===== config.mk =====
export PLATFORM = sky130hd
export DESIGN_NAME = exe_mem_stage_flat
export DESIGN_NICKNAME = d
export VERILOG_FILES = /design/src/rtl/exe_mem_stage_if.sv /design/src/rtl/exe_mem_stage.sv /design/src/flat_wrapper.sv
export SDC_FILE = /design/constraint.sdc
export NUM_CORES = 1
export LEC_CHECK = 0
export BUFFER_PORTS_ARGS = -buffer_cell sky130_fd_sc_hd__buf_2
export CAP_MARGIN = 30
export CORE_UTILIZATION = 30
export DETAILED_ROUTE_END_ITERATION = 10
export HOLD_SLACK_MARGIN = 0.02
export PLACE_DENSITY_LB_ADDON = 0.25
export SLEW_MARGIN = 5
export SYNTH_ARGS = -nofsm -noshare
export SYNTH_HDL_FRONTEND = slang
export SYNTH_SLANG_ARGS = --single-unit

===== constraint.sdc =====
create_clock -name clk -period 2.85 [get_ports clk]
set_input_delay 0.57 -clock clk [delete_from_list [all_inputs] [get_ports clk]]
set_output_delay 0.57 -clock clk [all_outputs]
set_load 0.05 [all_outputs]

===== src/rtl/exe_mem_stage_if.sv =====
// Signal bundle between the ID/EXE register, hazard/forwarding sources and the
// execute stage with its EX/MEM pipeline register.
interface exe_mem_stage_if;
  logic        stall;
  logic        flush;
  logic        mem_to_reg_in;
  logic        reg_write_in;
  logic        mem_write_in;
  logic        mem_read_in;
  logic        alu_src_in;
  logic        reg_dst_in;
  logic [2:0]  alu_op_in;
  logic [31:0] read_data1_in;
  logic [31:0] read_data2_in;
  logic [31:0] address_in;
  logic [4:0]  rs_in;
  logic [4:0]  rt_in;
  logic [4:0]  rd_in;
  logic        mem_reg_write;
  logic        wb_reg_write;
  logic [4:0]  mem_rd;
  logic [4:0]  wb_rd;
  logic [31:0] mem_fwd_data;
  logic [31:0] wb_fwd_data;
  logic        mem_to_reg_out;
  logic        reg_write_out;
  logic        mem_write_out;
  logic        mem_read_out;
  logic [31:0] alu_result_out;
  logic [31:0] store_data_out;
  logic [4:0]  dst_reg_out;
  logic        zero_out;

  modport master (
    output stall, flush, mem_to_reg_in, reg_write_in, mem_write_in, mem_read_in,
           alu_src_in, reg_dst_in, alu_op_in, read_data1_in, read_data2_in,
           address_in, rs_in, rt_in, rd_in, mem_reg_write, wb_reg_write,
           mem_rd, wb_rd, mem_fwd_data, wb_fwd_data,
    input  mem_to_reg_out, reg_write_out, mem_write_out, mem_read_out,
           alu_result_out, store_data_out, dst_reg_out, zero_out
  );

  modport slave (
    input  stall, flush, mem_to_reg_in, reg_write_in, mem_write_in, mem_read_in,
           alu_src_in, reg_dst_in, alu_op_in, read_data1_in, read_data2_in,
           address_in, rs_in, rt_in, rd_in, mem_reg_write, wb_reg_write,
           mem_rd, wb_rd, mem_fwd_data, wb_fwd_data,
    output mem_to_reg_out, reg_write_out, mem_write_out, mem_read_out,
           alu_result_out, store_data_out, dst_reg_out, zero_out
  );
endinterface


===== src/rtl/exe_mem_stage.sv =====
// MIPS execute stage plus EX/MEM register. Define EXE_FORWARD_EN to build the
// MEM/WB forwarding muxes; without it operands come straight from ID/EXE.
module exe_mem_stage (
  input logic           clk,
  input logic           rst,
  exe_mem_stage_if.slave bus
);

  logic [31:0] fwd_a;
  logic [31:0] fwd_b;
  logic [31:0] op_b;
  logic [31:0] alu_result;
  logic [4:0]  dst_reg;

`ifdef EXE_FORWARD_EN
  // MEM is the younger producer, so it wins over WB; r0 is never forwarded.
  always_comb begin
    fwd_a = bus.read_data1_in;
    if (bus.mem_reg_write && (bus.mem_rd != 5'd0) && (bus.mem_rd == bus.rs_in))
      fwd_a = bus.mem_fwd_data;
    else if (bus.wb_reg_write && (bus.wb_rd != 5'd0) && (bus.wb_rd == bus.rs_in))
      fwd_a = bus.wb_fwd_data;
  end

  always_comb begin
    fwd_b = bus.read_data2_in;
    if (bus.mem_reg_write && (bus.mem_rd != 5'd0) && (bus.mem_rd == bus.rt_in))
      fwd_b = bus.mem_fwd_data;
    else if (bus.wb_reg_write && (bus.wb_rd != 5'd0) && (bus.wb_rd == bus.rt_in))
      fwd_b = bus.wb_fwd_data;
  end
`else
  logic unused_fwd_inputs;

  assign fwd_a = bus.read_data1_in;
  assign fwd_b = bus.read_data2_in;
  assign unused_fwd_inputs = ^{bus.mem_reg_write, bus.wb_reg_write, bus.mem_rd,
                               bus.wb_rd, bus.mem_fwd_data, bus.wb_fwd_data,
                               bus.rs_in};
`endif

  assign op_b    = bus.alu_src_in ? bus.address_in : fwd_b;
  assign dst_reg = bus.reg_dst_in ? bus.rd_in : bus.rt_in;

  always_comb begin
    alu_result = 32'h0;
    case (bus.alu_op_in)
      3'b000:  alu_result = fwd_a & op_b;
      3'b001:  alu_result = fwd_a | op_b;
      3'b010:  alu_result = fwd_a + op_b;
      3'b110:  alu_result = fwd_a - op_b;
      3'b111:  alu_result = ($signed(fwd_a) < $signed(op_b)) ? 32'h1 : 32'h0;
      3'b011:  alu_result = ~(fwd_a | op_b);
      default: alu_result = 32'h0;
    endcase
  end

  // Register control: flush loads an all-zero bubble and beats stall; stall
  // holds every output; otherwise the new execute results are captured.
  always_ff @(posedge clk or posedge rst) begin
    if (rst) begin
      bus.mem_to_reg_out <= 1'b0;
      bus.reg_write_out  <= 1'b0;
      bus.mem_write_out  <= 1'b0;
      bus.mem_read_out   <= 1'b0;
      bus.alu_result_out <= 32'h0;
      bus.store_data_out <= 32'h0;
      bus.dst_reg_out    <= 5'd0;
      bus.zero_out       <= 1'b0;
    end else if (bus.flush) begin
      bus.mem_to_reg_out <= 1'b0;
      bus.reg_write_out  <= 1'b0;
      bus.mem_write_out  <= 1'b0;
      bus.mem_read_out   <= 1'b0;
      bus.alu_result_out <= 32'h0;
      bus.store_data_out <= 32'h0;
      bus.dst_reg_out    <= 5'd0;
      bus.zero_out       <= 1'b0;
    end else if (!bus.stall) begin
      bus.mem_to_reg_out <= bus.mem_to_reg_in;
      bus.reg_write_out  <= bus.reg_write_in;
      bus.mem_write_out  <= bus.mem_write_in;
      bus.mem_read_out   <= bus.mem_read_in;
      bus.alu_result_out <= alu_result;
      bus.store_data_out <= fwd_b;
      bus.dst_reg_out    <= dst_reg;
      bus.zero_out       <= (alu_result == 32'h0);
    end
  end

endmodule


===== src/flat_wrapper.sv =====
// flat-port wrapper written by rule: the top's interface ports become plain ports
module exe_mem_stage_flat 
  (clk, rst, bus_stall, bus_flush, bus_mem_to_reg_in, bus_reg_write_in, bus_mem_write_in, bus_mem_read_in, bus_alu_src_in, bus_reg_dst_in, bus_alu_op_in, bus_read_data1_in, bus_read_data2_in, bus_address_in, bus_rs_in, bus_rt_in, bus_rd_in, bus_mem_reg_write, bus_wb_reg_write, bus_mem_rd, bus_wb_rd, bus_mem_fwd_data, bus_wb_fwd_data, bus_mem_to_reg_out, bus_reg_write_out, bus_mem_write_out, bus_mem_read_out, bus_alu_result_out, bus_store_data_out, bus_dst_reg_out, bus_zero_out);
  exe_mem_stage_if bus_i ();
  input logic clk;
  input logic rst;
  input wire logic [$bits(bus_i.stall)-1:0] bus_stall;
  input wire logic [$bits(bus_i.flush)-1:0] bus_flush;
  input wire logic [$bits(bus_i.mem_to_reg_in)-1:0] bus_mem_to_reg_in;
  input wire logic [$bits(bus_i.reg_write_in)-1:0] bus_reg_write_in;
  input wire logic [$bits(bus_i.mem_write_in)-1:0] bus_mem_write_in;
  input wire logic [$bits(bus_i.mem_read_in)-1:0] bus_mem_read_in;
  input wire logic [$bits(bus_i.alu_src_in)-1:0] bus_alu_src_in;
  input wire logic [$bits(bus_i.reg_dst_in)-1:0] bus_reg_dst_in;
  input wire logic [$bits(bus_i.alu_op_in)-1:0] bus_alu_op_in;
  input wire logic [$bits(bus_i.read_data1_in)-1:0] bus_read_data1_in;
  input wire logic [$bits(bus_i.read_data2_in)-1:0] bus_read_data2_in;
  input wire logic [$bits(bus_i.address_in)-1:0] bus_address_in;
  input wire logic [$bits(bus_i.rs_in)-1:0] bus_rs_in;
  input wire logic [$bits(bus_i.rt_in)-1:0] bus_rt_in;
  input wire logic [$bits(bus_i.rd_in)-1:0] bus_rd_in;
  input wire logic [$bits(bus_i.mem_reg_write)-1:0] bus_mem_reg_write;
  input wire logic [$bits(bus_i.wb_reg_write)-1:0] bus_wb_reg_write;
  input wire logic [$bits(bus_i.mem_rd)-1:0] bus_mem_rd;
  input wire logic [$bits(bus_i.wb_rd)-1:0] bus_wb_rd;
  input wire logic [$bits(bus_i.mem_fwd_data)-1:0] bus_mem_fwd_data;
  input wire logic [$bits(bus_i.wb_fwd_data)-1:0] bus_wb_fwd_data;
  output wire logic [$bits(bus_i.mem_to_reg_out)-1:0] bus_mem_to_reg_out;
  output wire logic [$bits(bus_i.reg_write_out)-1:0] bus_reg_write_out;
  output wire logic [$bits(bus_i.mem_write_out)-1:0] bus_mem_write_out;
  output wire logic [$bits(bus_i.mem_read_out)-1:0] bus_mem_read_out;
  output wire logic [$bits(bus_i.alu_result_out)-1:0] bus_alu_result_out;
  output wire logic [$bits(bus_i.store_data_out)-1:0] bus_store_data_out;
  output wire logic [$bits(bus_i.dst_reg_out)-1:0] bus_dst_reg_out;
  output wire logic [$bits(bus_i.zero_out)-1:0] bus_zero_out;
  assign bus_i.stall = bus_stall;
  assign bus_i.flush = bus_flush;
  assign bus_i.mem_to_reg_in = bus_mem_to_reg_in;
  assign bus_i.reg_write_in = bus_reg_write_in;
  assign bus_i.mem_write_in = bus_mem_write_in;
  assign bus_i.mem_read_in = bus_mem_read_in;
  assign bus_i.alu_src_in = bus_alu_src_in;
  assign bus_i.reg_dst_in = bus_reg_dst_in;
  assign bus_i.alu_op_in = bus_alu_op_in;
  assign bus_i.read_data1_in = bus_read_data1_in;
  assign bus_i.read_data2_in = bus_read_data2_in;
  assign bus_i.address_in = bus_address_in;
  assign bus_i.rs_in = bus_rs_in;
  assign bus_i.rt_in = bus_rt_in;
  assign bus_i.rd_in = bus_rd_in;
  assign bus_i.mem_reg_write = bus_mem_reg_write;
  assign bus_i.wb_reg_write = bus_wb_reg_write;
  assign bus_i.mem_rd = bus_mem_rd;
  assign bus_i.wb_rd = bus_wb_rd;
  assign bus_i.mem_fwd_data = bus_mem_fwd_data;
  assign bus_i.wb_fwd_data = bus_wb_fwd_data;
  assign bus_mem_to_reg_out = bus_i.mem_to_reg_out;
  assign bus_reg_write_out = bus_i.reg_write_out;
  assign bus_mem_write_out = bus_i.mem_write_out;
  assign bus_mem_read_out = bus_i.mem_read_out;
  assign bus_alu_result_out = bus_i.alu_result_out;
  assign bus_store_data_out = bus_i.store_data_out;
  assign bus_dst_reg_out = bus_i.dst_reg_out;
  assign bus_zero_out = bus_i.zero_out;
  exe_mem_stage u_core (.clk(clk), .rst(rst), .bus(bus_i));
endmodule

==> results of run 1 <==
cells by family after synthesis:
group	after synthesis	share of synthesized area, %
buffers and inverters	186	7.75
AO/OA/AOI/OAI	330	24.2
flip-flops	74	20.1
adder cells (fa/ha/maj)	110	15.1
multiplexers	107	11.6
AND/OR/NAND/NOR	353	18.3
XOR/XNOR	31	2.95
metal layers:
layer / GRT usage (%) / up-vias / wire, um
li1: - / 5410 / -
met5: 0 / - / 0
met3: 4.07 / 69 / 2660
met4: 7.05 / 0 / 988
met1: 36.1 / 5538 / 18900
met2: 43.6 / 366 / 20200
power by group through the flow:
stage / combinational, mW / clock, mW / sequential (mW)
2_1_floorplan: 1.33 / 0 / 1.40
3_3_place_gp: 2.95 / 0 / 1.17
3_5_place_dp: 2.96 / 0 / 1.17
4_1_cts: 3.36 / 1.30 / 1.15
5_1_grt: 3.98 / 1.33 / 1.16
6_report: 3.75 / 1.27 / 1.15
layout by cell type (no fill, tap or decap), drive strengths merged, types with 8 or more instances in the layout:
cell type  instances
o211ai             8
mux2i            107
o21bai            10
a31oi             15
buf              645
a211oi            15
o31ai             13
a2111oi           10
nor2             145
nor2b             19
dfrtp             74
a21oi            107
a22oi             10
clkbuf             9
a21o               9
nor3              34
nand3             13
ha               108
o21ai             53
or3               15
xnor2             26
o21a              10
nand2             60
nor4              12
inv              121
nand2b            18
stage by stage:
step	instances	power, mW
floorplan	1191	2.73
global placement	2107	4.12
detailed placement	2107	4.13
CTS	2148	5.81
global route	2177	6.47
finish	2178	6.18
cell type report:
class	instances	area share, %
Antenna cell	1	0.0154
Clock buffer	9	1.38
Clock inverter	7	0.623
Inverter	121	2.82
Multi-Input combinational cell	931	52.1
Sequential cell	74	11.4
Tap cell	390	3.00
Timing Repair Buffer	645	28.7
timing repair:
item | 4_1_cts | 5_1_grt
pin swaps | 81 | 97
buffers inserted | 39 | 38
resized for setup | 231 | 151
setup endpoints to repair | 29 | 30
state kept, by name, indices dropped and copies added, names as in the netlist:
signal                     cells
u_core.bus.reg_write_out       1
u_core.bus.mem_write_out       1
u_core.bus.zero_out            1
u_core.bus.mem_read_out        1
u_core.bus.alu_result_out     32
u_core.bus.dst_reg_out         5
u_core.bus.mem_to_reg_out      1
u_core.bus.store_data_out     32
path summary, 6_finish.rpt:
check	endpoint	cells past startpoint	startpoint	slack (ps)
worst max-delay path	u_core.bus.zero_out$_DFFE_PP0P_	17	bus_alu_src_in	-1100
worst min-delay path	u_core.bus.dst_reg_out[0]$_DFFE_PP0P_	3	rst	290
worst max register to register	u_core.bus.alu_result_out[31]$_DFFE_PP0P_	2	u_core.bus.alu_result_out[31]$_DFFE_PP0P_	2020
worst min register to register	u_core.bus.dst_reg_out[2]$_DFFE_PP0P_	2	u_core.bus.dst_reg_out[2]$_DFFE_PP0P_	520
max in group asynchronous	u_core.bus.store_data_out[6]$_DFFE_PP0P_	3	rst	2210
min in group clk	u_core.bus.mem_write_out$_DFFE_PP0P_	3	bus_mem_write_in	460
worst register-to-register path, cell delays in order (launching register included):
cell and delay [ps]:
dfrtp_1 410, o21ai_0 150, o21ba_2 170
==> qor.txt, run 1 <==
Fin. Hold Viols: 0
clock root buffer: clkbuf_16
switching pwr: 2.55 mW
CTS max path bufs: 2
CP Capture Type: register
CP Max Fanout: 4
die height: 177 um
TritonCTS clock tree: yes
number of synthesized flops with an enable pin: 0
clock skew: 0 ps
Reg power frac: 18.6%
peak supply drop: 355 uV
DRT Pass-1 Iters: 5
largest cells by area after synthesis: dfrtp_1 20%, ha_1 15%, mux2i_1 12%
combinational power share: 60.7%
Layout area overhead: 76.4%
layout cells sized above 1: 51.6%
TNS Setup: -15,140 ps
min-delay worst type: in2async
PwrDens: 380 nW/um2
# IOs: 274
synthesized instance count: 1,191
Die Area: 31,400 um2
Final Util: 54.3%
setup ws final: -1100 ps
wire length per cell: 19.6 um
setup slack after placement: -1800 ps
Num CTS Buffers: 9
FFs w/ async S/R, synth: 100%
largest net degree at the start of global routing: 83
final setup violation count: 26
crit path max-delay cell type: or4_4
first-pass GRT wire length: 64,600 um
Sw Ratio: 41.3%
residual DRC count: 0
Netlist Area Pre-Place: 9220 um2
Yosys top cell area share: 20.1%
H-tree levels: 3
Leak: 7.99 nW
hold buffers post-CTS: 0
Hold Worst Slack: 289 ps
Multi-input gate area: 8470 um2
Syn Area/Cell: 7.74 um2
status: finished with violations
failing checks: setup timing
cell internal pwr: 3.62 mW
GRT Overall Usage: 26.6%
routed wire length: 42,700 um
Unique masters post-synth: 78
WP buf/inv: 4
Starting Density: 30.8%
number of port buffers: 192
most frequent cell on the critical path: nand4_1
Worst-Margin Slew: 794 ps
maxcap violations: 0
Syn Nets: 1,501
fmax: 253 MHz
FF+latch count, synth: 74
Max-slew headroom: 47.0%
register area share after synthesis: 20.1%
RSZ-0062 raised after global routing: yes
die extent in x: 177 um
Critical Path AT: 4190 ps
clk_lat worst skew: 340 ps
filler cell count: 2,755
Num Clock Sinks: 74
fin. max-slew vios: 0
crit path kind: in2reg
1st-iter DRT viols: 699
Top Family by Delay on Critical Path: simple AND/OR/NAND/NOR gates
FP Rows: 63
CP required: 3090 ps
max incr delay on CP: 570 ps
initial antenna violation count: 1
Via density: 5.23
CP cell instances: buf_12, buf_8, mux2i_4, buf_6, fa_2, o21bai_4, nor4b_4, buf_4, or2_2, xnor2_1, o211ai_1, or4_4, a211oi_4, nand4_1, nor4_2, nand4_1, o41ai_2
routed vias: 11,383
top_reg_cell synth: dfrtp_1
Post-DP HPWL: 33,100 um
synthesis warning total: 0
post-route ant nets: 0
fin area: 16,300 um2
RePlAce Congestion: 0.944
NumNets Final: 2,092
vias in the first global route: 11,368
synth cell count leaders: 145 x nor2_1, 121 x inv_1, 108 x ha_1, 107 x a21oi_1, 107 x mux2i_1
min cycle time layout: 3950 ps
FF+latch area: 1850 um2
Synth area leader: dfrtp_1
area of placed instances: 13,600 um2
Clk network pwr share: 20.6%
Final Cycle Share: 139%
Worst setup SP type: primary input
most common cell in the netlist: nor2_1
GRT overflow: 0
Core Region: 30,000 um2
Clock transition at path regs: 60 ps
Note: power is estimated with default switching activity, not from simulation.
==> inputs of run 2 (changes only) <==
--- a/config.mk
+++ b/config.mk
@@ -5,12 +5,14 @@
 export SDC_FILE = /design/constraint.sdc
 export NUM_CORES = 1
 export LEC_CHECK = 0
+export ABC_CLOCK_PERIOD_IN_PS = 2850
 export BUFFER_PORTS_ARGS = -buffer_cell sky130_fd_sc_hd__buf_2
 export CAP_MARGIN = 30
+export CORE_ASPECT_RATIO = 2
 export CORE_UTILIZATION = 30
 export DETAILED_ROUTE_END_ITERATION = 10
 export HOLD_SLACK_MARGIN = 0.02
-export PLACE_DENSITY_LB_ADDON = 0.25
+export PLACE_DENSITY = 0.53
 export SLEW_MARGIN = 5
 export SYNTH_ARGS = -nofsm -noshare
 export SYNTH_HDL_FRONTEND = slang
==> run 2 against run 1 <==
  * The flow still finishes with violations (setup timing)
  * Critical path depth unchanged
  * First-iteration DRC count decreased by 22%
  * Register-to-register slack improved by 50 ps
  * Design area decreased by 0.82%
  * Non-clock buffer count decreased by 13
  * Clock skew unchanged
  * Sequential power about the same
  * Worst setup slack improved by 120 ps
  * Routed wire length increased by 0.11%
  * Critical endpoint unchanged
  * Highest routed layer unchanged
==> qor.txt, run 2 (synthesized netlist as in run 1, its figures left out) <==
maxcap violations: 0 (unchanged)
initial antenna violation count: 0 (-1)
clock root buffer: clkbuf_16
Layout area overhead: 74.9%
Max-slew headroom: 42.4% (-4.6 points)
hold buffers post-CTS: 0 (unchanged)
peak supply drop: 353 uV (-0.71%)
H-tree levels: 3 (unchanged)
DRT Pass-1 Iters: 6 (+1)
crit path kind: in2reg
CP required: 3130 ps (+40 ps)
Clock transition at path regs: 80 ps (+20 ps)
min cycle time layout: 3830 ps (-119 ps)
most frequent cells in the layout: 404 x buf_4, 190 x buf_2, 133 x nor2_1
FP Rows: 90 (+43%)
# IOs: 274 (unchanged)
Post-DP HPWL: 33,800 um (+2.1%)
TNS Setup: -13,550 ps (+1600 ps)
min-delay worst type: in2async
crit path max-delay cell type: a2111o_1
CP Max Fanout: 7 (+3)
wire length per cell: 20.0 um (+1.8%)
TritonCTS clock tree: yes
CP Capture Type: register
failing checks: setup timing
Worst setup SP type: primary input
fmax: 261 MHz (+3.1%)
1st-iter DRT viols: 544 (-22%)
most common cell after layout, fill and taps aside: buf_4
worst reg2reg startpoint: u_core.bus.alu_result_out[8]$_DFFE_PP0P_
Top Registers: u_core.bus.alu_result_out: 32 flops, u_core.bus.store_data_out: 32 flops, u_core.bus.dst_reg_out: 5 flops
n_diodes: 0 (-1)
area of placed instances: 13,500 um2 (-0.90%)
Top Family by Delay on Critical Path: simple AND/OR/NAND/NOR gates
RSZ-0062 raised after global routing: yes
CP cell instances: buf_8, buf_12, buf_16, buf_12, mux2i_4, ha_4, nor4_4, nand2_2, a211oi_4, nor3_2, xnor2_1, a2111o_1, nor4_2, nand4_1, nor4_2, nand4_1, o41ai_2
Core Region: 30,200 um2 (+0.75%)
Leak: 7.90 nW (-1.0%)
Via density: 5.26 (+0.61%)
die height: 250 um (+41%)
largest net degree at the start of global routing: 69 (-17%)
number of port buffers: 192 (unchanged)
filler cell count: 2,890 (+4.9%)
Crit. Startpoint: bus_alu_src_in
routed wire length: 42,800 um (+0.11%)
layout cells sized above 1: 51.3% (-0.27 points)
residual DRC count: 0 (unchanged)
Worst-Margin Slew: 863 ps (+69.2 ps)
Critical Path AT: 4110 ps (-80 ps)
CTS max path bufs: 2 (unchanged)
WP buf/inv: 4 (unchanged)
GRT overflow: 0 (unchanged)
RePlAce Congestion: 0.992 (+5.2%)
Starting Density: 30.5% (-0.23 points)
vias in the first global route: 11,839 (+4.1%)
Fin. Hold Viols: 0 (unchanged)
fin. max-slew vios: 0 (unchanged)
max incr delay on CP: 460 ps (-110 ps)
post-route ant nets: 0 (unchanged)
Die Area: 31,500 um2 (+0.13%)
Num CTS Buffers: 9 (unchanged)
Num Clock Sinks: 74 (unchanged)
die extent in x: 126 um (-29%)
clock skew: 0 ps (unchanged)
final setup violation count: 25 (-3.8%)
GRT Overall Usage: 27.3% (+0.66 points)
Final Cycle Share: 134% (-4.2 points)
setup ws final: -982 ps (+119 ps)
routed vias: 11,258 (-1.1%)
PwrDens: 387 nW/um2 (+1.8%)
status: finished with violations
first-pass GRT wire length: 65,100 um (+0.82%)
fin area: 16,100 um2 (-0.82%)
clk_lat worst skew: 370 ps (+30 ps)
NumNets Final: 2,079 (-0.62%)
run 2: changes by cell type in the layout (fill, tap and decap cells not counted), sizes merged:
cell	delta
buf	-13
clkbuf	+1
clkinvlp	-3
diode	-1
inv	+1
run 2: area by class of cell:
class | instances | area [um2] | share of cell area [%]
well taps | 368 | 460 | 2.85
clock inverters | 5 | 86.3 | 0.535
inverters | 121 | 460 | 2.85
multi-input cells | 931 | 8540 | 52.9
flip-flops and latches | 74 | 1850 | 11.5
clock buffers | 10 | 239 | 1.48
repair buffers | 632 | 4490 | 27.9
run 2: what timing repair did:
| action | CTS | global route |
|---|---|---|
| gates resized for setup | 245 | 124 |
| setup endpoints to repair | 29 | 30 |
| setup buffers | 42 | 22 |
| pin swaps | 67 | 76 |
run 2: worst register-to-register path, cell delays in order, from the launching register on:
cell and delay [ps]:
dfrtp_1 370, nand2b_1 150, o211a_1 150
run 2: metrics by stage:
step	utilization, %	instances	hold slack [ps]	power (mW)	worst slack [ps]
after global placement	44.7	2074	492	4.14	-1770
after CTS	51.1	2125	296	6.04	-1080
after floorplan	-	1191	723	2.73	-993
after detailed placement	44.7	2074	497	4.15	-1670
final	53.4	2141	277	6.23	-982
after global routing	53.4	2141	327	6.53	-1150
run 2: final timing paths:
kind | endpoint | slack, ps | cells after the start
max reg2reg | u_core.bus.alu_result_out[8]$_DFFE_PP0P_ | 2070 | 2
min | u_core.bus.alu_result_out[6]$_DFFE_PP0P_ | 280 | 2
max in group asynchronous | u_core.bus.store_data_out[21]$_DFFE_PP0P_ | 1900 | 3
min in group clk | u_core.bus.mem_read_out$_DFFE_PP0P_ | 450 | 3
max | u_core.bus.zero_out$_DFFE_PP0P_ | -980 | 17
min reg2reg | u_core.bus.alu_result_out[18]$_DFFE_PP0P_ | 510 | 2
run 2: power breakdown:
part	total, mW	internal, mW	leakage, nW	switching [mW]
Clock	1.35	0.795	0.160	0.559
Combinational	3.74	1.73	6.75	2.00
Sequential	1.15	1.11	0.990	0.0314
Total	6.23	3.64	7.90	2.59
run 2: layer usage:
metal / up-vias / track usage, % / wire length, um
li1: 5393 / - / -
met2: 333 / 52.3 / 23400
met1: 5402 / 27.0 / 14900
met3: 130 / 2.79 / 1450
met4: 0 / 18.6 / 3040
met5: - / 0 / 0
==> inputs of run 3 (changes only) <==
--- a/config.mk
+++ b/config.mk
@@ -9,6 +9,7 @@
 export BUFFER_PORTS_ARGS = -buffer_cell sky130_fd_sc_hd__buf_2
 export CAP_MARGIN = 30
 export CORE_ASPECT_RATIO = 2
+export CORE_MARGIN = 3
 export CORE_UTILIZATION = 30
 export DETAILED_ROUTE_END_ITERATION = 10
 export HOLD_SLACK_MARGIN = 0.02
==> run 3 against run 2 <==
  * The flow still finishes with violations (setup timing)
  * Final cell count down 0.75%
  * Non-clock buffer count down 17
  * Maximum frequency up 1.9%
  * Combinational power down 2%
  * Largest power group unchanged
==> qor.txt, run 3 (synthesized netlist as in run 1, its figures left out) <==
status: finished with violations
failing checks: setup timing
most frequent cell on the critical path: buf_12
maxcap violations: 0 (unchanged)
layout cells sized above 1: 49.9% (-1.4 points)
Max-slew headroom: 34.3% (-8.1 points)
Final Util: 52.1% (-1.4 points)
RePlAce Congestion: 0.996 (+0.34%)
hold buffers post-CTS: 0 (unchanged)
GRT overflow: 0 (unchanged)
1st-iter DRT viols: 552 (+1.5%)
TNS Setup: -12,060 ps (+1480 ps)
Worst Setup EP: u_core.bus.zero_out$_DFFE_PP0P_
min cycle time layout: 3760 ps (-73.1 ps)
Critical Path AT: 4020 ps (-90 ps)
clock skew: 0 ps (unchanged)
CTS max path bufs: 2 (unchanged)
Die Area: 33,000 um2 (+4.8%)
routed wire length: 44,600 um (+4.2%)
Final Cycle Share: 132% (-2.6 points)
routed vias: 11,188 (-0.62%)
die extent in x: 130 um (+3.2%)
Worst setup SP type: primary input
final setup violation count: 26 (+4.0%)
Starting Density: 30.5% (unchanged)
vias in the first global route: 12,036 (+1.7%)
initial antenna violation count: 0 (unchanged)
fin. max-slew vios: 0 (unchanged)
min-delay worst type: in2async
NumNets Final: 2,062 (-0.82%)
Layout area overhead: 70.4%
Top Registers: u_core.bus.alu_result_out: 32 flops, u_core.bus.store_data_out: 32 flops, u_core.bus.dst_reg_out: 5 flops
R2R depth: 2 (unchanged)
Num CTS Buffers: 9 (unchanged)
RSZ-0062 raised after global routing: yes
Crit. Startpoint: bus_alu_src_in
PwrDens: 380 nW/um2 (-1.7%)
most common cell after layout, fill and taps aside: buf_4
first-pass GRT wire length: 67,400 um (+3.6%)
Post-DP HPWL: 35,700 um (+5.6%)
Clock transition at path regs: 80 ps (about the same)
Leak: 7.75 nW (-1.9%)
clk_lat worst skew: 370 ps (about the same)
residual DRC count: 0 (unchanged)
CP Capture Type: register
fmax: 266 MHz (+1.9%)
crit path kind: in2reg
CP required: 3110 ps (-20 ps)
crit path max-delay cell type: or3b_4
Via density: 5.26 (+0.13%)
n_diodes: 0 (unchanged)
RR Endpoint: u_core.bus.alu_result_out[31]$_DFFE_PP0P_
largest net degree at the start of global routing: 69 (unchanged)
peak supply drop: 382 uV (+8.5%)
GRT Overall Usage: 27.0% (-0.22 points)
Num Clock Sinks: 74 (unchanged)
H-tree levels: 3 (unchanged)
CP cell instances: buf_12, buf_12, buf_8, mux2i_4, ha_4, or3_4, or3b_4, o311a_4, a41o_1, or2_1, a311oi_2, and4_1, nand4_1, o41ai_2
Core Region: 30,200 um2 (unchanged)
CP Max Fanout: 6 (-1)
flop-to-flop setup slack: 2080 ps (about the same)
Worst-Margin Slew: 984 ps (+121 ps)
die height: 254 um (+1.6%)
wire length per cell: 21.0 um (+5.0%)
worst reg2reg startpoint: u_core.bus.alu_result_out[31]$_DFFE_PP0P_
FP Rows: 90 (unchanged)
number of port buffers: 192 (unchanged)
clock root buffer: clkbuf_16
setup ws final: -908 ps (+73.1 ps)
Fin. Hold Viols: 0 (unchanged)
post-route ant nets: 0 (unchanged)
max incr delay on CP: 440 ps (-20 ps)
most frequent cells in the layout: 397 x buf_4, 190 x buf_2, 136 x nor2_1
TritonCTS clock tree: yes
DRT Pass-1 Iters: 5 (-1)
# IOs: 274 (unchanged)
## run 3: cell count changes in the layout (fill, tap and decap cells not counted), sizes merged
cell / previous run / this run
inv: 122 / 123
clkinv: 2 / 3
clkinvlp: 0 / 1
bufinv: 2 / 0
buf: 632 / 615
## run 3: per-stage QoR
step	total power [mW]	cell area [um2]	cells	hold slack, ps	setup slack [ps]
floorplan	2.73	9420	1191	723	-993
global placement	4.16	13400	2067	494	-1630
detailed placement	4.16	13400	2067	499	-1650
CTS	5.85	15200	2108	281	-876
global route	6.28	15700	2125	300	-1010
finish	5.97	15700	2125	273	-908
## run 3: timing repair
action,in CTS,in global routing
setup buffers,27,18
cloned,1,0
resized for setup,257,80
setup endpoints to repair,28,28
pin swaps,66,49
## run 3: critical path: cells and delay by family
| kind | cells | cell delay [ps] |
|---|---|---|
| and+or+nand+nor | 5 | 1380 |
| AOI/OAI and AO/OA | 4 | 1150 |
| buffers and inverters | 3 | 400 |
| muxes | 1 | 260 |
| adders and majority gates | 1 | 240 |
## run 3: worst min path at each step
stage | start | endpoint | slack [ps] | depth (start not counted)
final | rst | u_core.bus.store_data_out[13]$_DFFE_PP0P_ | 270 | 2
after global routing | rst | u_core.bus.store_data_out[29]$_DFFE_PP0P_ | 300 | 2
after CTS | rst | u_core.bus.store_data_out[13]$_DFFE_PP0P_ | 280 | 2
after detailed placement | u_core.bus.alu_result_out[17]$_DFFE_PP0P_ | u_core.bus.alu_result_out[17]$_DFFE_PP0P_ | 500 | 2
after global placement | u_core.bus.dst_reg_out[3]$_DFFE_PP0P_ | u_core.bus.dst_reg_out[3]$_DFFE_PP0P_ | 490 | 2
after floorplan | bus_mem_read_in | u_core.bus.mem_read_out$_DFFE_PP0P_ | 720 | 2
## run 3: final cells by class
class,count,area (um2)
flip-flops and latches,74,1850
clock inverters,6,47.5
multi-input cells,931,8350
clock buffers,10,239
well taps,368,460
fillers,2989,14500
inverters,121,458
repair buffers,615,4300
## run 3: power breakdown
group	internal, mW	switching (mW)	leakage [nW]
combinational	1.66	1.98	6.62
clock	0.623	0.553	0.140
sequential	1.11	0.0327	0.990
## run 3: layer usage
metal | track usage [%] | up-vias | wire length (um)
met4 | 19.3 | 0 | 3640
met5 | 0 | - | 0
met1 | 25.6 | 5353 | 15000
met2 | 51.5 | 316 | 24500
met3 | 3.60 | 178 | 1370
li1 | - | 5341 | -
